$ cat config.mk
export PLATFORM = sky130hd
export DESIGN_NAME = frame_stream_controller
export DESIGN_NICKNAME = d
export VERILOG_FILES = /design/src/rtl/frame_stream_controller.sv
export SDC_FILE = /design/constraint.sdc
export NUM_CORES = 1
export LEC_CHECK = 0
export BUFFER_PORTS_ARGS = -buffer_cell sky130_fd_sc_hd__clkbuf_2
export CORE_ASPECT_RATIO = 0.8
export CORE_UTILIZATION = 54
export CTS_CLUSTER_DIAMETER = 30
export DETAILED_ROUTE_END_ITERATION = 10
export PLACE_DENSITY = 0.87
export SLEW_MARGIN = 25
export SYNTH_ARGS = -nofsm -noshare
export SYNTH_HDL_FRONTEND = slang
export SYNTH_SLANG_ARGS = --single-unit
$ cat constraint.sdc
create_clock -name clk -period 4.8 [get_ports clk]
set_clock_uncertainty 0.1 [all_clocks]
set_input_delay 0.72 -clock clk [delete_from_list [all_inputs] [get_ports clk]]
set_output_delay 0.72 -clock clk [all_outputs]
set_load 0.1 [all_outputs]
$ cat src/rtl/frame_stream_controller.sv
// frame_stream_controller: streams one IMG_W x IMG_H frame from the frame
// buffer into the first pixel_loader and counts the valid pulses that come
// back from the last pipeline stage.
// Optional drain watchdog: define FRAME_TIMEOUT_EN.
module frame_stream_controller #(
  parameter int unsigned IMG_W         = 512,
  parameter int unsigned IMG_H         = 512,
  parameter int unsigned OUT_COUNT     = 260100,
  parameter int unsigned DRAIN_TIMEOUT = 4096,
  localparam int unsigned AW = $clog2(IMG_W*IMG_H),
  localparam int unsigned CW = $clog2(OUT_COUNT+1)
) (
  input  logic          clk,
  input  logic          rst,
  input  logic          start,
  input  logic          pause,
  output logic          mem_rd_en,
  output logic [AW-1:0] mem_addr,
  input  logic [7:0]    mem_rd_data,
  output logic [7:0]    pixel_in,
  output logic          pixel_in_valid,
  input  logic          stage_out_valid,
  output logic [CW-1:0] out_count,
  output logic          busy,
  output logic          done,
  output logic          timeout
);

  localparam int unsigned NPIX = IMG_W*IMG_H;
  localparam int unsigned RW   = $clog2(NPIX+1);

  typedef enum logic [2:0] {
    S_IDLE,
    S_FETCH,
    S_DRAIN,
    S_DONE,
    S_ERROR
  } state_t;

  state_t        state_q, state_d;
  logic [RW-1:0] rd_cnt_q, rd_cnt_d;
  logic [CW-1:0] out_cnt_d;
  logic [7:0]    pixel_hold_q;
  logic          issue_c;
  logic          wd_fire_c;

  // A zero watchdog limit would make DRAIN abort immediately.
  if (DRAIN_TIMEOUT == 0) begin : g_bad_drain_timeout
    $error("frame_stream_controller: DRAIN_TIMEOUT must be nonzero");
  end

  // The read strobe follows pause in the same cycle, so it is decoded here.
  assign mem_rd_en = issue_c;
  assign mem_addr  = AW'(rd_cnt_q);
  // Read data arrives one cycle after the strobe; hold the last pixel otherwise.
  assign pixel_in  = pixel_in_valid ? mem_rd_data : pixel_hold_q;

`ifdef FRAME_TIMEOUT_EN
  localparam int unsigned TW = $clog2(DRAIN_TIMEOUT+1);
  logic [TW-1:0] idle_q;

  assign wd_fire_c = (state_q == S_DRAIN) && !stage_out_valid &&
                     (idle_q == TW'(DRAIN_TIMEOUT-1));

  // Cycles spent in DRAIN since the last returning valid.
  always_ff @(posedge clk) begin
    if (rst || (state_q != S_DRAIN) || stage_out_valid) begin
      idle_q <= '0;
    end else begin
      idle_q <= idle_q + TW'(1);
    end
  end

  // ERROR is only reachable through the watchdog, so timeout tracks it.
  always_ff @(posedge clk) begin
    if (rst) begin
      timeout <= 1'b0;
    end else begin
      timeout <= (state_d == S_ERROR);
    end
  end
`else
  assign wd_fire_c = 1'b0;
  assign timeout   = 1'b0;
`endif

  // Next-state, read issue and returning-valid counter.
  always_comb begin
    state_d   = state_q;
    rd_cnt_d  = rd_cnt_q;
    out_cnt_d = out_count;
    issue_c   = 1'b0;

    case (state_q)
      S_IDLE, S_ERROR: begin
        if (start) begin
          state_d   = S_FETCH;
          rd_cnt_d  = '0;
          out_cnt_d = '0;
        end
      end
      S_FETCH: begin
        if (!pause && (rd_cnt_q < RW'(NPIX))) begin
          issue_c  = 1'b1;
          rd_cnt_d = rd_cnt_q + RW'(1);
          if (rd_cnt_q == RW'(NPIX-1)) begin
            state_d = S_DRAIN;
          end
        end
      end
      S_DRAIN: begin
        if (out_count == CW'(OUT_COUNT)) begin
          state_d = S_DONE;
        end else if (wd_fire_c) begin
          state_d = S_ERROR;
        end
      end
      S_DONE: begin
        state_d = S_IDLE;
      end
      default: begin
        state_d = S_IDLE;
      end
    endcase

    if (((state_q == S_FETCH) || (state_q == S_DRAIN)) && stage_out_valid &&
        (out_count != CW'(OUT_COUNT))) begin
      out_cnt_d = out_count + CW'(1);
    end
  end

  // State, counters and registered status flags.
  always_ff @(posedge clk) begin
    if (rst) begin
      state_q   <= S_IDLE;
      rd_cnt_q  <= '0;
      out_count <= '0;
      busy      <= 1'b0;
      done      <= 1'b0;
    end else begin
      state_q   <= state_d;
      rd_cnt_q  <= rd_cnt_d;
      out_count <= out_cnt_d;
      busy      <= (state_d == S_FETCH) || (state_d == S_DRAIN);
      done      <= (state_d == S_DONE);
    end
  end

  // Pixel qualifier and last-pixel hold.
  always_ff @(posedge clk) begin
    if (rst) begin
      pixel_in_valid <= 1'b0;
      pixel_hold_q   <= '0;
    end else begin
      pixel_in_valid <= issue_c;
      if (pixel_in_valid) begin
        pixel_hold_q <= mem_rd_data;
      end
    end
  end

endmodule
==> results of run 1 <==
[kinds of logic (layout without fill, tap and decap cells)]
kind of cell,Yosys count,after routing,share of synthesized area (%)
simple gates,123,123,26.8
compound gates,68,68,17.0
flops,51,51,38.2
buf+inv,43,78,8.99
mux,12,12,4.87
xor+xnor,8,8,2.62
fa+ha+maj,3,3,1.41
other cells,1,1,0.140
[synth_stat cells, drive strengths merged, types with 2 or more instances]
| library cell | n | share of area, % |
|---|---|---|
| a211oi | 2 | 0.56 |
| nor2b | 2 | 0.47 |
| buf | 23 | 6.2 |
| or4 | 15 | 4.2 |
| inv | 9 | 1.3 |
| or3 | 8 | 1.9 |
| and2 | 11 | 2.6 |
| nand2 | 18 | 2.5 |
| nand3 | 21 | 3.9 |
| nand2b | 3 | 0.70 |
| o31ai | 11 | 3.1 |
| and3 | 4 | 0.94 |
| o21ai | 13 | 2.4 |
| nand4 | 7 | 1.6 |
| mux2 | 8 | 3.4 |
| o311ai | 2 | 1.2 |
| o211ai | 6 | 1.7 |
| nor3b | 3 | 0.84 |
| xnor2 | 7 | 2.3 |
| dfxtp | 51 | 38 |
| and4 | 6 | 2.0 |
| ha | 3 | 1.4 |
| mux2i | 4 | 1.5 |
| nor2 | 12 | 1.7 |
| a31oi | 2 | 0.47 |
| clkbuf | 10 | 1.4 |
| a21oi | 21 | 3.9 |
| nor4 | 6 | 1.4 |
| nor3 | 3 | 0.56 |
[worst max-delay path: cells and delay by family, from the launching register on]
family	cells	cell delay, ps
AND/OR/NAND/NOR	2	960
flip-flops	1	540
buffers and inverters	1	560
[worst max-delay path by stage]
stage,endpoint,slack (ps),depth (start not counted)
3_5_place_dp,out_count[8]$_SDFFE_PP0P_,1930,5
6_report,mem_rd_en,1600,3
4_1_cts,mem_rd_en,1620,3
2_1_floorplan,mem_rd_en,830,3
5_1_grt,mem_rd_en,1510,3
3_3_place_gp,out_count[8]$_SDFFE_PP0P_,1970,5
[layout make-up]
class | count | area [um^2] | area share, %
clock inverter | 2 | 38.8 | 1.31
sequential | 51 | 1020 | 34.4
tap | 60 | 75.1 | 2.53
multi-input combinational | 215 | 1410 | 47.6
clock buffer | 6 | 82.6 | 2.78
inverter | 10 | 37.5 | 1.27
timing repair buffer | 60 | 300 | 10.1
[power by group]
| part | switching [W] | internal (W) | leakage [nW] |
|---|---|---|---|
| Combinational | 0.0000775 | 0.0000208 | 0.634 |
| Sequential | 0.00000501 | 0.000427 | 0.412 |
| Clock | 0.000150 | 0.000172 | 0.0618 |
| Total | 0.000232 | 0.000620 | 1.11 |
[routing by layer]
layer  track usage (%)  routed length [um]  part of all wire, %  up-vias
li1                  -                   -                    -     1203
met1              32.1                2830                   47     1137
met2              37.0                2610                   44      108
met3              6.34                 477                  8.0        6
met4              7.37                  57                 0.95        0
met5                 0                   0                    0        -
[layout by cell type (no fill, tap or decap), types with 4 or more instances in the layout]
cell type | netlist | layout
inv_1 | 9 | 9
clkbuf_8 | 0 | 6
o31ai_1 | 11 | 11
and4_1 | 5 | 5
o21ai_0 | 13 | 13
mux2_2 | 8 | 8
a21oi_1 | 21 | 21
and3_1 | 4 | 4
clkbuf_2 | 0 | 60
or4_1 | 15 | 15
nand3_1 | 21 | 21
o211ai_1 | 6 | 6
nor4_1 | 6 | 6
xnor2_1 | 7 | 7
and2_1 | 11 | 11
mux2i_1 | 4 | 4
nand2_1 | 18 | 18
or3_1 | 8 | 8
nand4_1 | 7 | 7
dfxtp_1 | 51 | 51
nor2_1 | 12 | 12
[per-stage QoR]
step / setup WS (ps) / power (W) / hold WS (ps) / std cells / cell area (um^2)
6_report: 1600 / 0.000852 / 394 / 404 / 2970
5_1_grt: 1510 / 0.000878 / 426 / 404 / 2970
4_1_cts: 1620 / 0.000851 / 396 / 404 / 2970
3_5_place_dp: 1930 / 0.000540 / 383 / 396 / 2840
3_3_place_gp: 1970 / 0.000538 / 378 / 396 / 2840
2_1_floorplan: 829 / 0.000524 / 361 / 309 / 2670
[sequential cells by signal, summed over array words and instances, names as in the netlist]
| name | flops |
|---|---|
| busy | 1 |
| done | 1 |
| out_count | 18 |
| state_q | 3 |
| pixel_hold_q | 8 |
| pixel_in_valid | 1 |
| rd_cnt_q | 19 |
==> metrics.yaml, run 1 <==
clocking:
  cts_max_level: 2
  postCtsHoldBufs: 0
  postCtsSetupRepairBufs: 0
  numCtsBuffers: 5
  cts_buffer_depth: 2
  clockRootBuffer: "clkbuf_8"
  cts_resized: 0
  cts_tree: "built"
  cts.sinks: 51
  clk_pin_slew_worst_paths_ps: 100
  clk_latency_ps: 320
worst_setup_path:
  r2r_end: "rd_cnt_q[17]$_SDFFE_PP0P_"
  slowest_delay_ps: 560
  required_ps: 3980
  crit_fanout: 10
  crit_slowest_cell: "clkbuf_2"
  regToRegStartpoint: "state_q[0]$_SDFF_PP0_"
  critPathKind: "flip-flop to primary output"
  start_kind: "flip-flop"
  endpoint_kind: "primary output"
  path_common_cell: "nor3b_1"
  cp.arrival_ps: 2380
  rr_worst_depth: 4
  reg2reg_slack_ps: 2350
  crit_chain: "nor3b_1 -> nor3b_1 -> clkbuf_2"
  cp-startpoint: "state_q[0]$_SDFF_PP0_"
timing:
  tightest_slew_ps: 743
  max_freq_ghz: 0.313
  setup_viol: 0
  slew_headroom_pct: 50.3
  final_max_slew_viol_count: 0
  period_minus_slack_ps: 3200
  period_share_pct: 66.6
  hold_violations: 0
  setup_tns_ps: 0
  rsz0062_at_grt: "false"
synthesis:
  syn_avg_cell_area_um2: 8.65
  synth-warning-count: 0
  syn_inst: 309
  syn_nets: 325
  ys_seq_elements: 51
  seq_area_frac_synth_pct: 38.2
  synth_flop_cell: "dfxtp_1"
  synth_enable_flop_cells: 0
  synth_cell_type_count: 49
  synth_area_um2: 2670
  async_flop_share_pct: 0
die:
  die_y_um: 64.9
  core_um2: 4680
  die_w_um: 80.6
  start_util_pct: 57.1
  dieArea_um2: 5230
  top_level_ports: 62
  rows: 22
hold_path:
  hp-start: "out_count[16]$_SDFFE_PP0P_"
  hold_depth: 2
  hold_path.class: "flip-flop to flip-flop"
  hold_end: "out_count[16]$_SDFFE_PP0P_"
grt:
  grt_first_pass_wirelength_um: 9760
  grt_max_degree: 24
  antenna_found_initial: 0
  grt_usage_pct: 23.8
  grt.overflow.total: 0
  grt_pass1_vias: 2131
routing:
  postRouteAntennaNets: 0
  wire_per_inst_um: 14.8
  wl_um: 5980
  viasPerCell: 6.07
  route.detailed.drc: 0
  dr_total_vias: 2454
  dr.first_iter.drc_count: 200
  first_pass_iters: 4
placement:
  hpwl_um: 4180
  portBuffers: 60
  place_congestion: 0.951
run:
  drv_cap: 0
final_layout:
  antennaDiodeCount: 0
  drive_gt1_share_pct: 24.1
  post-route-util_pct: 63.4
  nNetsFinal: 359
  fillCellCount: 398
  syn_to_final_growth_pct: 11.0
power_and_ir_drop:
  power_density_nw_per_um2: 287
  leakagePower_nw: 1.11
  vdd_ir_drop_max_mv: 0.180
run_status:
  status: "complete, no violations"
No activity file was read; power rests on OpenSTA's default activity.
==> run 2, diff against run 1 <==
--- a/config.mk
+++ b/config.mk
@@ -7,10 +7,10 @@
 export LEC_CHECK = 0
 export BUFFER_PORTS_ARGS = -buffer_cell sky130_fd_sc_hd__clkbuf_2
 export CORE_ASPECT_RATIO = 0.8
-export CORE_UTILIZATION = 54
+export CORE_UTILIZATION = 48
 export CTS_CLUSTER_DIAMETER = 30
 export DETAILED_ROUTE_END_ITERATION = 10
-export PLACE_DENSITY = 0.87
+export PLACE_DENSITY = 0.82
 export SLEW_MARGIN = 25
 export SYNTH_ARGS = -nofsm -noshare
 export SYNTH_HDL_FRONTEND = slang
==> constraint.sdc (replaced) <==
create_clock -name clk -period 2.75 [get_ports clk]
set_clock_uncertainty 0.1 [all_clocks]
set_input_delay 0.4125 -clock clk [delete_from_list [all_inputs] [get_ports clk]]
set_output_delay 0.4125 -clock clk [all_outputs]
set_load 0.1 [all_outputs]
==> run 2 against run 1 <==
Sequential power increased by 75%. Clock power increased by 91%. Critical path depth unchanged. Die area increased by 12%. Critical path type unchanged. Largest power group unchanged.
==> metrics.yaml, run 2 (synthesis gave the netlist of run 1 again) <==
worst_setup_path:
  reg2reg_slack_ps: 360
  crit_slowest_cell: "dfxtp_1"
  critPathKind: "flip-flop to primary output"
  start_kind: "flip-flop"
  cp.arrival_ps: 2050
  slowest_delay_ps: 520
  r2r_end: "rd_cnt_q[17]$_SDFFE_PP0P_"
  crit_fanout: 10
  endpoint_kind: "primary output"
  required_ps: 2240
  rr_worst_depth: 4
  crit_chain: "nor3b_1 -> nor3b_2 -> buf_2"
  regToRegStartpoint: "state_q[0]$_SDFF_PP0_"
clocking:
  postCtsSetupRepairBufs: 0
  postCtsHoldBufs: 0
  cts_tree: "built"
  cts_buffer_depth: 2
  clockRootBuffer: "clkbuf_8"
  clk_pin_slew_worst_paths_ps: 100
  cts_max_level: 2
  clk_latency_ps: 310
  cts.sinks: 51
  numCtsBuffers: 5
routing:
  first_pass_iters: 4
  viasPerCell: 6.06
  dr_total_vias: 2485
  wire_per_inst_um: 15.0
  wl_um: 6140
  postRouteAntennaNets: 0
  route.detailed.drc: 0
  dr.first_iter.drc_count: 183
final_layout:
  top_regs: "rd_cnt_q x19, out_count x18, pixel_hold_q x8"
  fillCellCount: 463
  nNetsFinal: 363
  regMostFlops: "rd_cnt_q"
  drive_gt1_share_pct: 25.0
  final_cell_mix: "59 x clkbuf_2, 51 x dfxtp_1, 21 x nand3_1, 21 x a21oi_1, 18 x nand2_1"
  syn_to_final_growth_pct: 12.8
  final_common_cell: "clkbuf_2"
  antennaDiodeCount: 0
  largest_reg_flops: 19
timing:
  final_max_slew_viol_count: 0
  max_freq_ghz: 0.391
  hold_violations: 0
  setup_viol: 0
  rsz0062_at_grt: "false"
  setup_tns_ps: 0
  setup_ws_ps: 192
  period_minus_slack_ps: 2560
  period_share_pct: 93.0
  slew_headroom_pct: 51.6
  tightest_slew_ps: 719
placement:
  hpwl_um: 4460
  place_ws_ps: 400
  place_congestion: 0.898
  portBuffers: 60
grt:
  grt.overflow.total: 0
  grt_pass1_vias: 2155
  grt_first_pass_wirelength_um: 9900
  grt_max_degree: 23
  antenna_found_initial: 0
  grt_usage_pct: 21.6
power_and_ir_drop:
  power_density_nw_per_um2: 512
  leakagePower_nw: 1.13
  vdd_ir_drop_max_mv: 0.236
  totalPowerFinal_w: 0.00154
hold_path:
  hold_depth: 3
  hold_path.class: "input port to flip-flop"
  hold_end: "pixel_hold_q[1]$_SDFF_PP0_"
  hp-start: "mem_rd_data[1]"
die:
  top_level_ports: 62
  dieArea_um2: 5870
  core_um2: 5180
  start_util_pct: 51.6
  rows: 23
  die_w_um: 85.4
  die_y_um: 68.7
run:
  drv_cap: 0
run_status:
  status: "complete, no violations"
## run 2: layout make-up
type	count	area, um^2	area share [%]
flip-flops and latches	51	1020	33.9
clock inverters	2	60.1	1.99
repair buffers	64	330	11.0
inverters	10	37.5	1.25
well taps	62	77.6	2.57
multi-input cells	215	1420	46.9
clock buffers	6	72.6	2.41
## run 2: critical path: cells and delay by family (launching register included)
family	cells	cell delay, ps
buffers and inverters	1	490
and+or+nand+nor	2	730
DFF	1	520
## run 2: worst max-delay path by stage
stage | startpoint | cells after the start | slack (ps) | end
after global routing | state_q[0]$_SDFF_PP0_ | 3 | 0.7 | mem_rd_en
after floorplan | out_count[7]$_SDFFE_PP0P_ | 6 | 110 | out_count[2]$_SDFFE_PP0P_
after global placement | pause | 5 | 460 | rd_cnt_q[17]$_SDFFE_PP0P_
after detailed placement | pause | 5 | 400 | rd_cnt_q[17]$_SDFFE_PP0P_
final | state_q[0]$_SDFF_PP0_ | 3 | 190 | mem_rd_en
after CTS | state_q[0]$_SDFF_PP0_ | 3 | 160 | mem_rd_en
## run 2: power by group
part | total [W] | internal (W) | switching, W
combinational | 0.000175 | 0.0000389 | 0.000136
clock | 0.000613 | 0.000364 | 0.000249
sequential | 0.000754 | 0.000746 | 0.00000851
total | 0.00154 | 0.00115 | 0.000394
## run 2: routing by layer
| metal | up-vias | GRT usage (%) | part of all wire (%) |
|---|---|---|---|
| li1 | 1208 | - | - |
| met1 | 1170 | 28.5 | 48 |
| met2 | 99 | 34.6 | 44 |
| met3 | 8 | 5.24 | 7.0 |
| met4 | 0 | 8.13 | 1.2 |
| met5 | - | 0 | 0 |
## run 2: what timing repair did
item,in CTS,in global routing
hold endpoints to repair,0,0
endpoints found under the setup margin,0,1
resized for setup,0,1
## run 2: through the flow
| stage | hold slack, ps | cell area (um^2) | instances | util [%] |
|---|---|---|---|---|
| 6_report | 352 | 3010 | 410 | 58.2 |
| 5_1_grt | 364 | 3010 | 410 | 58.2 |
| 4_1_cts | 351 | 3010 | 410 | 58.2 |
| 3_5_place_dp | 385 | 2880 | 402 | 55.6 |
| 3_3_place_gp | 373 | 2880 | 402 | 55.6 |
| 2_1_floorplan | 361 | 2680 | 309 | - |
